[src/rtl/cpu_pkg.sv]
// Shared encodings for the parametrised CPU execution unit: ALU opcodes,
// S-operand source selects and status-bit positions.
package cpu_pkg;

  typedef enum logic [3:0] {
    ALU_PASS_R     = 4'h0,
    ALU_PASS_S     = 4'h1,
    ALU_ADD        = 4'h2,
    ALU_SUB        = 4'h3,
    ALU_INC        = 4'h4,
    ALU_DEC        = 4'h5,
    ALU_AND        = 4'h6,
    ALU_OR         = 4'h7,
    ALU_XOR        = 4'h8,
    ALU_NOT        = 4'h9,
    ALU_SHL        = 4'hA,
    ALU_SHR        = 4'hB,
    ALU_ASR        = 4'hC,
    ALU_ZERO       = 4'hD,
    ALU_ONES       = 4'hE,
    ALU_PASS_R_ALT = 4'hF
  } alu_op_e;

  typedef enum logic [1:0] {
    SSEL_REG  = 2'd0,
    SSEL_DIN  = 2'd1,
    SSEL_LINK = 2'd2,
    SSEL_OFF  = 2'd3
  } ssel_e;

  localparam int unsigned ST_N = 2;
  localparam int unsigned ST_Z = 1;
  localparam int unsigned ST_C = 0;

endpackage

[src/rtl/reg_inc_ld_w.sv]
// Width-parametrised register with sync active-low reset, load and increment;
// simultaneous load and increment holds the current value.
module reg_inc_ld_w #(
  parameter int unsigned     W       = 16,
  parameter logic [W-1:0]    RST_VAL = '0
) (
  input  logic         i_clk,
  input  logic         i_rst_n,
  input  logic         i_ld,
  input  logic         i_inc,
  input  logic [W-1:0] i_d,
  output logic [W-1:0] o_q
);

  always_ff @(posedge i_clk) begin
    if (!i_rst_n)
      o_q <= RST_VAL;
    else if (i_ld && !i_inc)
      o_q <= i_d;
    else if (i_inc && !i_ld)
      o_q <= o_q + W'(1);
  end

endmodule

[src/rtl/cpu_eu_param.sv]
// Parametrised CPU execution unit: register file, ALU with registered status,
// PC/IR registers, link register and selectable S-operand source.
module cpu_eu_param
  import cpu_pkg::*;
#(
  parameter int unsigned        DATA_W  = 16,
  parameter int unsigned        REG_CNT = 8,
  parameter int unsigned        IMM_W   = 8,
  parameter logic [DATA_W-1:0]  RST_PC  = '0,
  localparam int unsigned       ADR_W   = $clog2(REG_CNT)
) (
  input  logic              clk,
  input  logic              reset,
  input  logic [ADR_W-1:0]  W_Adr,
  input  logic [ADR_W-1:0]  R_Adr,
  input  logic [ADR_W-1:0]  S_Adr,
  input  logic [3:0]        Alu_Op,
  input  logic              W_En,
  input  logic [1:0]        S_Sel,
  input  logic              adr_sel,
  input  logic              flag_ld,
  input  logic              pc_sel,
  input  logic              pc_ld,
  input  logic              pc_inc,
  input  logic              link_en,
  input  logic              ir_ld,
  input  logic [DATA_W-1:0] D_in,
  output logic [DATA_W-1:0] Address,
  output logic [DATA_W-1:0] D_out,
  output logic [DATA_W-1:0] ir_out,
  output logic [DATA_W-1:0] link_out,
  output logic [2:0]        ALU_Status,
  output logic [2:0]        status_q
);

  logic [DATA_W-1:0] r_rf [REG_CNT];
  logic [DATA_W-1:0] r_link;
  logic [2:0]        r_status;
  logic [DATA_W-1:0] w_pc;
  logic [DATA_W-1:0] w_pc_d;
  logic [DATA_W-1:0] w_off;
  logic [DATA_W-1:0] w_r;
  logic [DATA_W-1:0] w_s;
  logic [DATA_W-1:0] w_res;
  logic [DATA_W:0]   w_sum;
  logic              w_c;
  logic              w_pc_load;

  // Register file: async read, no write-to-read bypass.
  always_ff @(posedge clk) begin
    if (!reset) begin
      for (int unsigned i = 0; i < REG_CNT; i++) r_rf[i] <= '0;
    end else if (W_En) begin
      r_rf[W_Adr] <= D_out;
    end
  end

  assign w_r   = r_rf[R_Adr];
  assign w_off = DATA_W'($signed(ir_out[IMM_W-1:0]));

  always_comb begin
    w_s = r_rf[S_Adr];
    unique case (ssel_e'(S_Sel))
      SSEL_REG:  w_s = r_rf[S_Adr];
      SSEL_DIN:  w_s = D_in;
      SSEL_LINK: w_s = r_link;
      SSEL_OFF:  w_s = w_off;
      default:   w_s = r_rf[S_Adr];
    endcase
  end

  // Carry/borrow comes from a (DATA_W+1)-bit computation.
  always_comb begin
    w_res = '0;
    w_c   = 1'b0;
    w_sum = '0;
    unique case (alu_op_e'(Alu_Op))
      ALU_PASS_R, ALU_PASS_R_ALT: w_res = w_r;
      ALU_PASS_S: w_res = w_s;
      ALU_ADD: begin
        w_sum = {1'b0, w_r} + {1'b0, w_s};
        w_res = w_sum[DATA_W-1:0];
        w_c   = w_sum[DATA_W];
      end
      ALU_SUB: begin
        w_sum = {1'b0, w_r} - {1'b0, w_s};
        w_res = w_sum[DATA_W-1:0];
        w_c   = w_sum[DATA_W];
      end
      ALU_INC: begin
        w_sum = {1'b0, w_s} + (DATA_W+1)'(1);
        w_res = w_sum[DATA_W-1:0];
        w_c   = w_sum[DATA_W];
      end
      ALU_DEC: begin
        w_sum = {1'b0, w_s} - (DATA_W+1)'(1);
        w_res = w_sum[DATA_W-1:0];
        w_c   = w_sum[DATA_W];
      end
      ALU_AND:  w_res = w_r & w_s;
      ALU_OR:   w_res = w_r | w_s;
      ALU_XOR:  w_res = w_r ^ w_s;
      ALU_NOT:  w_res = ~w_s;
      ALU_SHL: begin
        w_res = {w_s[DATA_W-2:0], 1'b0};
        w_c   = w_s[DATA_W-1];
      end
      ALU_SHR: begin
        w_res = {1'b0, w_s[DATA_W-1:1]};
        w_c   = w_s[0];
      end
      ALU_ASR: begin
        w_res = {w_s[DATA_W-1], w_s[DATA_W-1:1]};
        w_c   = w_s[0];
      end
      ALU_ZERO: w_res = '0;
      ALU_ONES: w_res = '1;
      default:  w_res = w_r;
    endcase
  end

  assign D_out            = w_res;
  assign ALU_Status[ST_N] = w_res[DATA_W-1];
  assign ALU_Status[ST_Z] = (w_res == '0);
  assign ALU_Status[ST_C] = w_c;

  assign w_pc_load = pc_ld && !pc_inc;
  assign w_pc_d    = pc_sel ? D_out : (w_pc + w_off);

  always_ff @(posedge clk) begin
    if (!reset) begin
      r_status <= '0;
      r_link   <= '0;
    end else begin
      if (flag_ld)              r_status <= ALU_Status;
      if (w_pc_load && link_en) r_link   <= w_pc;
    end
  end

  reg_inc_ld_w #(.W(DATA_W), .RST_VAL(RST_PC)) u_pc (
    .i_clk   (clk),
    .i_rst_n (reset),
    .i_ld    (pc_ld),
    .i_inc   (pc_inc),
    .i_d     (w_pc_d),
    .o_q     (w_pc)
  );

  reg_inc_ld_w #(.W(DATA_W), .RST_VAL('0)) u_ir (
    .i_clk   (clk),
    .i_rst_n (reset),
    .i_ld    (ir_ld),
    .i_inc   (1'b0),
    .i_d     (D_in),
    .o_q     (ir_out)
  );

  assign Address  = adr_sel ? w_r : w_pc;
  assign link_out = r_link;
  assign status_q = r_status;

endmodule

[config.mk]
export PLATFORM = sky130hd
export DESIGN_NAME = cpu_eu_param
export DESIGN_NICKNAME = d
export VERILOG_FILES = /design/src/rtl/cpu_pkg.sv /design/src/rtl/reg_inc_ld_w.sv /design/src/rtl/cpu_eu_param.sv
export SDC_FILE = /design/constraint.sdc
export NUM_CORES = 1
export LEC_CHECK = 0
export CAP_MARGIN = 20
export CORE_MARGIN = 2
export CORE_UTILIZATION = 30
export CTS_CLUSTER_DIAMETER = 50
export DETAILED_ROUTE_END_ITERATION = 10
export PLACE_DENSITY = 0.54
export SLEW_MARGIN = 5
export SYNTH_ARGS = -nofsm -noshare
export SYNTH_HDL_FRONTEND = slang
export SYNTH_SLANG_ARGS = --single-unit
export TNS_END_PERCENT = 50
[constraint.sdc]
create_clock -name clk -period 10.34 [get_ports clk]
set_input_delay 3.102 -clock clk [delete_from_list [all_inputs] [get_ports clk]]
set_output_delay 3.102 -clock clk [all_outputs]
set_load 0.005 [all_outputs]
# Yosys cells after proc, flatten, opt, wreduce, memory -nomap -nowiden
# Memories as Yosys holds them, arrays and structs flattened.
# Index checks and enable logic that the tools add are counted.
# word_totals
mem_count	1
regBits	51
ramBits	128
input_bits	41
output_inout_bits	70
# op_classes
bitwise	4
n_eq_ne	18
n_addsub	6
muxes	14
reduce_logical	12
# memory_table
name	depth	word_bits	read_ports	rd_clocked_by_memory_dff	write_ports	line	rtl
r_rf	8	16	2	0	8	cpu_eu_param.sv:36	logic [DATA_W-1:0] r_rf [REG_CNT];
# ops
op	count
$pmux W16 S15	1
$mux W16	5
$pmux W16 S4	1
$eq A4 B4 Y1 const B	8
$add A16 B1 Y17 const B	1
$add A16 B16 Y17	1
$sub A16 B1 Y17 const B	1
$sub A16 B16 Y17	1
$add A16 B1 Y16 const B	1
$add A16 B16 Y16	1
$and A16 B16 Y16	1
$eq A4 B3 Y1 const B	4
$logic_not A16 Y1	1
$not A16 Y16	1
$or A16 B16 Y16	1
$reduce_or A16 Y1	1
$xor A16 B16 Y16	1
$eq A4 B2 Y1 const B	2
$pmux W1 S6	1
$mux W1	5
$eq A2 B2 Y1 const B	2
$eq A4 B1 Y1 const B	1
$logic_not A4 Y1	1
$reduce_or A2 Y1	2
6 further kinds	9

# Depth between registers and ports, before layout
# Gate-level depths: netlist (run 1).
# logic_depth
ltp_word	6
mapped_depth	24

# By module
# From an unflattened synthesis (run 1), not the netlist that was laid out.
# unflattened
cells_unflattened	1720
area_unflattened_um2	15227.1
# by_module_without_submodules
module	area_each_um2	seq_area_each_um2	cells_each	instances
cpu_eu_param	13042.5	4224.1	1434	1
reg_inc_ld_w	1092.3	320.3	143	2

# Least setup slack after synthesis (run 1)
# OpenSTA, ideal clock, no wires.
# synth_path
path_kind	in2out
startpoint	input port R_Adr[0]
endpoint	output port ALU_Status[1]
setup_slack_ps	-306
arrival_time_ps	7544
stages	17
cell_sequence	clkbuf_1 > buf_1 > mux4_2 > mux2i_1 > inv_1 > fa_1 > nor2b_1 > o311ai_0 > a21o_1 > a21oi_1 > a221o_1 > a211oi_1 > a32o_1 > nand2_1 > nor4b_4 > nand4_1 > nor3_1
# synth_via
elab_chain_cells	4
word_cells_on_any_way	8
cone_classes	2 x add/sub; 1 x mux; 3 x bitwise; 1 x reduce/logical; 1 x memory
# synth_rtl
item	line	rtl
from (decl)	cpu_eu_param.sv:15	input logic [ADR_W-1:0] R_Adr,
$mem_v2 Z8 W16 (*)	--	
$sub A16 B16 Y17 (tied with other cells)	cpu_eu_param.sv:86	w_sum = {1'b0, w_r} - {1'b0, w_s};
$pmux W16 S15 (*)	cpu_eu_param.sv:77	unique case (alu_op_e'(Alu_Op))
$logic_not A16 Y1 (*)	cpu_eu_param.sv:124	assign ALU_Status[ST_Z] = (w_res == '0);
to (decl)	cpu_eu_param.sv:32	output logic [2:0] ALU_Status,
# Every way passes the cells marked *; elsewhere a longest branch is shown, timed or not.

# Worst setup path after layout (run 1)
# layout_path
startpoint	input port S_Adr[0]
endpoint	output port D_out[13]
# layout_via
elab_chain_cells	4
word_cells_on_any_way	11
cone_classes	4 x add/sub; 2 x mux; 4 x bitwise; 1 x memory
# layout_rtl
item	line	rtl
from (decl)	cpu_eu_param.sv:16	input logic [ADR_W-1:0] S_Adr,
$mem_v2 Z8 W16 (*)	--	
$pmux W16 S4 (*)	cpu_eu_param.sv:63	unique case (ssel_e'(S_Sel))
$sub A16 B1 Y17 (tied with other cells)	cpu_eu_param.sv:96	w_sum = {1'b0, w_s} - (DATA_W+1)'(1);
$pmux W16 S15 (*)	cpu_eu_param.sv:77	
to (decl)	cpu_eu_param.sv:29	output logic [DATA_W-1:0] D_out,
# Marks and branches as above.

==> results by group, run 1 <==
Status
  – Status: finished, final reports clean

STA
  – Clock skew: 0.0180 ns
  – RSZ-0062 raised after global routing: yes
  – Worst Setup Slack, final: between 0.07 and 0.08 ns
  – Worst slew pin tran: approximately 1.1 ns
  – Fin crit share: a little under 100%
  – Final setup viols: 0
  – Slew Limit Fails: 0
  – Final Hold Fails: 0
  – Post-layout minimum cycle time: 10.27 ns
  – Setup TNS: 0 ns
  – Max Freq: roughly 0.097 GHz
  – Relative slew slack: 24.4%

Pwr
  – Flop pwr share: about 32%
  – VDD IR-drop max: 0.000129 V
  – Comb power frac: 42.1%
  – P_leak: about 0.0080 uW
  – Internal power: 1640 uW
  – Clock share of power: between 20% and 30%
  – Switching part of the total: between 30% and 40%
  – Total power: around 2600 uW
  – Switch Pwr: around 950 uW
  – Power density cells: 132 mW/mm^2

Critical path
  – Worst path buffer plus inverter count: 7
  – FF-to-FF Start: u_ir.o_q[7]$_SDFFE_PN0P_
  – Crit path to: D_out[13]
  – Worst path max stage delay: ~0.58 ns
  – Max FO, Critical Path: 6
  – FF-to-FF setup slack: between 5 and 6 ns
  – Worst path slowest cell: a222oi_1
  – Crit path max-delay family: compound AO/OA/AOI/OAI gates
  – Crit path capture type: primary output
  – RR Endpoint: status_q[1]$_SDFFE_PN0P_
  – Worst Path Required: just over 7 ns
  – Most common cell on crit path: buf_4
  – Reg2reg path depth: 17
  – CP Launch Type: input port
  – Critical path arrival: 7.17 ns
  – Critical Path Stages: 16
  – Worst setup path startpoint: S_Adr[0]
  – Crit Path Category: input port to primary output
  – Crit-path cells: buf_12, buf_4, mux2_2, a222oi_1, a21oi_2, ha_4, buf_4, nor3_2, a211oi_2, buf_4, o2111a_2, or4_4, a41o_1, buf_6, inv_1, clkdlybuf4s50_1

Die
  – Placement Rows: 79
  – Initial Utilization: between 30% and 40%
  – Die Span Y: 221 um
  – Core area: around 0.046 mm^2
  – Full die area: ~0.05 mm^2
  – Die W: around 220 um
  – Io pins: 111

Clock tree
  – CTS tree: yes
  – Register clock-pin slew on the reported worst setup and hold paths: roughly 0.07 ns
  – Total CTS buffers: 17
  – Root buf cell: clkbuf_16
  – H-tree lvl count: 4
  – Clk Latency, worst-skew pair: approximately 0.47 ns
  – Clk buf depth: 2
  – Clock sinks: between 150 and 200

Routing
  – Routed Antenna Nets: 0
  – Total number of vias: around 14,000
  – Total iterations of the first detailed-routing run: 6
  – Vias per cell: around 5.7
  – Post-route DRC: 0
  – Final WL: approximately 63,000 um
  – 1st-iter DRT viols: ~1,700
  – Average wire per standard cell: roughly 25 um

Synth
  – Cells after Synth: 1,567
  – Number of synthesis warnings: 0
  – Synth unique cells: 95
  – Dominant synthesized flop cell: edfxtp_1
  – Synthesized net count: 1,681
  – Ys async rst share: 0%
  – EDFF count, synth: about 130
  – Syn Area/Cell: roughly 9 um^2
  – Synth Register Bits: 179
  – Sequential area share after synthesis: 34.5%
  – Synthesized area: between 0.01 and 0.015 mm^2

Cells and area
  – Most common cell after layout, fill and taps aside: buf_4
  – Fillers: ~4,600
  – Nets: 2,021
  – Layout area overhead: 38.7%
  – Multi-input logic area: between 0.009 and 0.01 mm^2
  – Share of layout cells above drive strength 1: between 30 and 40%
  – Register Area: 0.00486 mm^2
  – Most frequent cells in the layout: 285 x buf_4, 250 x nor2_1, 128 x edfxtp_1
  – Antenna Cells: 0

Placed design
  – IO Port Bufs: 110
  – Setup WS pre-CTS: -1.14 ns
  – Post-DP HPWL: 47,100 um
  – RD Place Congestion: a little under 1

Min path
  – Hold Path Class: register to register

GRT
  – Grt ovf: 0
  – Largest net degree at the start of global routing: 42
  – Vias in the first global route: roughly 14,000
  – Global-route wire length before repair: 91,300 um
  – Initial antenna violation count: 0
  – Global Route Usage Sum: 24.8%

Job
  – Max cap viols: 0
-- power by group through the flow --
stage               Clock [uW]  Sequential [uW]  Combinational, uW
global route               699              836               1150
detailed placement           0              847                943
floorplan                    0              834                467
finish                     665              834               1090
CTS                        669              832               1040
global placement             0              845                942
-- Yosys cell counts (all sizes together) (6+ instances only) --
| cell | number | area share, % |
|---|---|---|
| mux2i | 73 | 5.2 |
| a211oi | 21 | 1.1 |
| nor2 | 255 | 6.8 |
| a21oi | 121 | 4.3 |
| a22oi | 12 | 0.67 |
| clkbuf | 81 | 2.2 |
| dfxtp | 51 | 7.2 |
| o31ai | 15 | 0.93 |
| mux4 | 42 | 6.7 |
| nor2b | 13 | 0.58 |
| o221a | 8 | 0.64 |
| o41ai | 7 | 0.62 |
| a211o | 6 | 0.37 |
| o221ai | 12 | 0.74 |
| o21a | 9 | 0.49 |
| a21o | 8 | 0.43 |
| ha | 70 | 6.2 |
| o21bai | 8 | 0.43 |
| nand4 | 13 | 0.58 |
| o211ai | 6 | 0.32 |
| o21ai | 68 | 2.4 |
| and2 | 16 | 0.71 |
| mux2 | 23 | 2.0 |
| nor4 | 12 | 0.74 |
| nand2 | 123 | 3.3 |
| buf | 35 | 1.7 |
| and3 | 13 | 0.58 |
| nor3 | 27 | 0.99 |
| a32o | 6 | 0.43 |
| or2 | 6 | 0.27 |
| nand2b | 15 | 0.66 |
| nand3 | 27 | 0.96 |
| xnor2 | 26 | 1.6 |
| inv | 81 | 2.2 |
| o22ai | 22 | 0.98 |
| edfxtp | 128 | 27 |
| a31oi | 16 | 0.71 |
| a2bb2oi | 6 | 0.37 |
| or3 | 6 | 0.27 |
-- layout make-up --
type                            instances  share of cell area [%]
Timing Repair Buffer                  437                    19.5
Inverter                               82                    1.57
Clock buffer                           17                    2.17
Multi-Input combinational cell       1190                    47.2
Sequential cell                       179                    24.8
Clock inverter                         15                   0.824
Tap cell                              607                    3.88
-- metrics by stage --
step                util [%]  std cells  hold slack [ns]  area, um^2
floorplan                  -       1567            0.466       14100
global placement        38.2       2465            0.461       17800
detailed placement      38.2       2465            0.471       17800
CTS                     41.5       2523            0.481       19300
global route            42.1       2527            0.501       19600
finish                  42.1       2527            0.484       19600
-- flip-flops by register name, summed over array words and instances (netlist names) --
| signal | flops |
|---|---|
| status_q | 3 |
| u_pc.o_q | 16 |
| u_ir.o_q | 16 |
| link_out | 16 |
| r_rf | 128 |
-- worst min-delay path by stage --
| stage | startpoint | slack [ns] | depth (start not counted) | to |
|---|---|---|---|---|
| final | link_out[11]$_SDFFE_PN0P_ | 0.48 | 2 | link_out[11]$_SDFFE_PN0P_ |
| after global routing | link_out[11]$_SDFFE_PN0P_ | 0.50 | 2 | link_out[11]$_SDFFE_PN0P_ |
| after CTS | link_out[1]$_SDFFE_PN0P_ | 0.48 | 2 | link_out[1]$_SDFFE_PN0P_ |
| after detailed placement | link_out[1]$_SDFFE_PN0P_ | 0.47 | 2 | link_out[1]$_SDFFE_PN0P_ |
| after global placement | link_out[1]$_SDFFE_PN0P_ | 0.46 | 2 | link_out[1]$_SDFFE_PN0P_ |
| after floorplan | link_out[14]$_SDFFE_PN0P_ | 0.47 | 2 | link_out[14]$_SDFFE_PN0P_ |
-- routing by layer --
metal,global-route usage (%),up-vias,part of all wire [%]
met5,0,-,0
met4,8.05,0,3.0
met3,3.61,106,8.2
met2,39.2,706,45
met1,34.8,7097,43
li1,-,6462,-
-- timing repair --
| action | CTS | global route |
|---|---|---|
| cloned | 1 | 2 |
| gates resized for setup | 167 | 72 |
| buffers inserted | 28 | 4 |
| pin swaps | 57 | 49 |
| hold buffers | 0 | 0 |
| setup endpoints to repair | 16 | 13 |
-- worst min-delay path, delay by kind of cell (launching register included) --
family             cells  cell delay, ns
AOI/OAI and AO/OA      1            0.05
DFF                    1            0.33
and+or+nand+nor        1            0.06
-- logic make-up (layout without fill, tap and decap cells) --
family / Yosys count / after routing / share of synthesized area (%)
buf+inv: 198 / 551 / 6.05
compound gates: 400 / 400 / 19.2
flops: 179 / 179 / 34.5
mux: 138 / 138 / 13.9
xor+xnor: 31 / 31 / 1.92
fa+ha+maj: 73 / 73 / 6.63
simple gates: 548 / 548 / 17.8
Power figures use the tool's default switching activity.
==> run 2, diff against run 1 <==
- CAP_MARGIN: 20 -> unset
==> results of run 2 <==
No change in the layout: final DEF, timing and power equal those of run 1.
==> run 3, diff against run 2 <==
--- a/config.mk
+++ b/config.mk
@@ -7,7 +7,8 @@
 export LEC_CHECK = 0
+export CORE_ASPECT_RATIO = 1.75
 export CORE_MARGIN = 2
-export CORE_UTILIZATION = 30
+export CORE_UTILIZATION = 40
 export CTS_CLUSTER_DIAMETER = 50
 export DETAILED_ROUTE_END_ITERATION = 10
-export PLACE_DENSITY = 0.54
+export PLACE_DENSITY = 0.67
 export SLEW_MARGIN = 5
--- a/constraint.sdc
+++ b/constraint.sdc
@@ -3,2 +3,2 @@
 set_output_delay 3.102 -clock clk [all_outputs]
-set_load 0.005 [all_outputs]
+set_load 0.01 [all_outputs]
==> results by group, run 3 (same netlist as run 1, synthesis figures left out) <==
Status
  – Status: finished, final reports clean

STA
  – Clock skew: 0.0205 ns (+0.00251 ns)
  – Setup TNS: 0 ns (unchanged)
  – RSZ-0062 raised after global routing: yes
  – Worst slew pin tran: 1.35 ns (+0.215 ns)
  – Max Freq: 0.0968 GHz (-0.61%)
  – Relative slew slack: 9.56% (-15 points)
  – Final Hold Fails: 0 (unchanged)
  – Slew Limit Fails: 0 (unchanged)
  – Post-layout minimum cycle time: 10.33 ns (+0.0635 ns)
  – Final setup viols: 0 (unchanged)
  – Fin crit share: 99.9% (+0.61 points)
  – Worst Setup Slack, final: 0.00703 ns (-0.0635 ns)

Routing
  – Total iterations of the first detailed-routing run: 5 (-1)
  – Vias per cell: 6.13 (+7.8%)
  – 1st-iter DRT viols: 1,515 (-9.8%)
  – Total number of vias: 14,700 (+2.0%)
  – Average wire per standard cell: 26.8 um (+8.2%)
  – Routed Antenna Nets: 0 (unchanged)
  – Post-route DRC: 0 (unchanged)
  – Final WL: 64,100 um (+2.4%)

Critical path
  – FF-to-FF Start: r_rf[7][0]$_SDFFCE_PN0P_
  – Max FO, Critical Path: 11 (+5)
  – Worst Path Required: 7.24 ns (about the same)
  – RR Endpoint: status_q[1]$_SDFFE_PN0P_
  – CP Launch Type: input port
  – Critical path arrival: 7.23 ns (+0.06 ns)
  – Crit Path Category: input port to primary output
  – Crit path capture type: primary output
  – FF-to-FF setup slack: 5.65 ns (-0.10 ns)
  – Reg2reg path depth: 20 (+3)

Pwr
  – VDD IR-drop max: 0.000117 V (-8.7%)
  – P_leak: 0.00790 uW (-0.86%)
  – Power density cells: 134 mW/mm^2 (+1.7%)
  – Total power: 2580 uW (-0.50%)

Clock tree
  – CTS tree: yes
  – H-tree lvl count: 4 (unchanged)
  – Register clock-pin slew on the reported worst setup and hold paths: 0.08 ns (about the same)
  – Clk Latency, worst-skew pair: 0.46 ns (about the same)
  – Clock sinks: 179 (unchanged)
  – Root buf cell: clkbuf_16
  – Clk buf depth: 2 (unchanged)
  – Total CTS buffers: 17 (unchanged)

Min path
  – Hold depth: 2 (unchanged)
  – Hold Path Sink: link_out[4]$_SDFFE_PN0P_
  – Hold Startpoint: link_out[4]$_SDFFE_PN0P_
  – Hold Path Class: register to register

Cells and area
  – Reg with most FFs: r_rf
  – Register Area: 0.00486 mm^2 (unchanged)
  – Fillers: 3,292 (-29%)
  – Multi-input logic area: 0.00906 mm^2 (-1.9%)
  – Most frequent cells in the layout: 310 x buf_4, 250 x nor2_1, 128 x edfxtp_1
  – Antenna Cells: 0 (unchanged)
  – Fin util: 54.6% (+13 points)
  – Layout area overhead: 35.8%
  – Design Area, Final: 0.0192 mm^2 (-2.1%)
  – Share of layout cells above drive strength 1: 29.7% (-0.98 points)
  – Largest register FFs: 128 (unchanged)
  – Nets: 2,027 (+0.30%)
  – Most common cell after layout, fill and taps aside: buf_4

GRT
  – Vias in the first global route: 14,900 (+8.0%)
  – Grt ovf: 0 (unchanged)
  – Global-route wire length before repair: 92,500 um (+1.4%)
  – Largest net degree at the start of global routing: 32 (-24%)
  – Initial antenna violation count: 0 (unchanged)
  – Global Route Usage Sum: 34.2% (+9.4 points)

Placed design
  – Setup WS pre-CTS: -0.912 ns (+0.229 ns)
  – IO Port Bufs: 110 (unchanged)
  – Post-DP HPWL: 49,700 um (+5.5%)
  – Placed instance area: 0.0177 mm^2 (-0.67%)
  – RD Place Congestion: 1.04 (+6.8%)

Die
  – Die Span Y: 253 um (+14%)
  – Placement Rows: 91 (+15%)
  – Full die area: 0.0369 mm^2 (-24%)
  – Core area: 0.0351 mm^2 (-25%)
  – Initial Utilization: 40.2% (+9.9 points)
  – Die W: 146 um (-34%)
  – Io pins: 111 (unchanged)

Job
  – Max cap viols: 0 (unchanged)
## run 3: cell count changes in the layout (fill, tap and decap cells not counted), sizes merged
cell / change
dlygate4sd2: +2
inv: -2
clkbuf: -4
bufinv: -1
dlymetal6s2s: -1
buf: +9
clkinv: +3
clkdlybuf4s50: -2
clkdlybuf4s15: +1
bufbuf: +1
## run 3: area by class of cell
| class | instances | area share, % |
|---|---|---|
| multi-input cells | 1190 | 47.3 |
| flip-flops and latches | 179 | 25.4 |
| repair buffers | 443 | 19.5 |
| well taps | 465 | 3.04 |
| clock buffers | 17 | 2.22 |
| inverters | 82 | 1.61 |
| clock inverters | 15 | 0.947 |
## run 3: worst max path at each step
stage	start	slack, ns	endpoint
floorplan	S_Adr[0]	0.03	ALU_Status[1]
CTS	R_Adr[1]	0.0007	ALU_Status[1]
detailed placement	S_Adr[2]	-0.91	ALU_Status[1]
global placement	D_in[0]	-0.87	ALU_Status[1]
global route	S_Adr[0]	-0.11	ALU_Status[1]
finish	S_Adr[0]	0.007	ALU_Status[1]
## run 3: per-stage QoR
step / cells / hold WS [ns]
2_1_floorplan: 1567 / 0.467
3_3_place_gp: 2333 / 0.462
3_5_place_dp: 2333 / 0.466
4_1_cts: 2380 / 0.476
5_1_grt: 2391 / 0.498
6_report: 2391 / 0.478
## run 3: timing repair
item | CTS | global route
setup endpoints to repair | 16 | 14
pin swaps | 38 | 40
setup buffers | 14 | 12
resized for setup | 117 | 73
hold buffers | 0 | 0
gates cloned | 1 | 0
## run 3: routing by layer
metal | part of all wire, % | vias up | GRT usage (%)
li1 | - | 6455 | -
met1 | 33 | 7069 | 34.4
met2 | 49 | 813 | 60.2
met3 | 6.5 | 319 | 5.43
met4 | 11 | 0 | 31.3
met5 | 0 | - | 0
## run 3: worst max-delay path, cell delays in order
cell and delay [ns]:
buf_6 0.15, buf_12 0.16, mux2_2 0.35, o22ai_2 0.17, o21a_1 0.25, nor2_2 0.07, buf_4 0.16, ha_4 0.28
buf_4 0.14, nand3b_1 0.09, nand2_2 0.14, a31oi_4 0.14, o21a_4 0.26, a221o_1 0.33, a211oi_2 0.18, a32o_2 0.22
nand2_2 0.07, nor4b_4 0.33, nand4_1 0.24, nor3_1 0.19, buf_2 0.16
## run 3: where the power goes
part / leakage [uW] / internal, uW / switching (uW)
combinational: 0.00587 / 483 / 602
sequential: 0.00174 / 803 / 33.1
clock: 0.000287 / 327 / 329
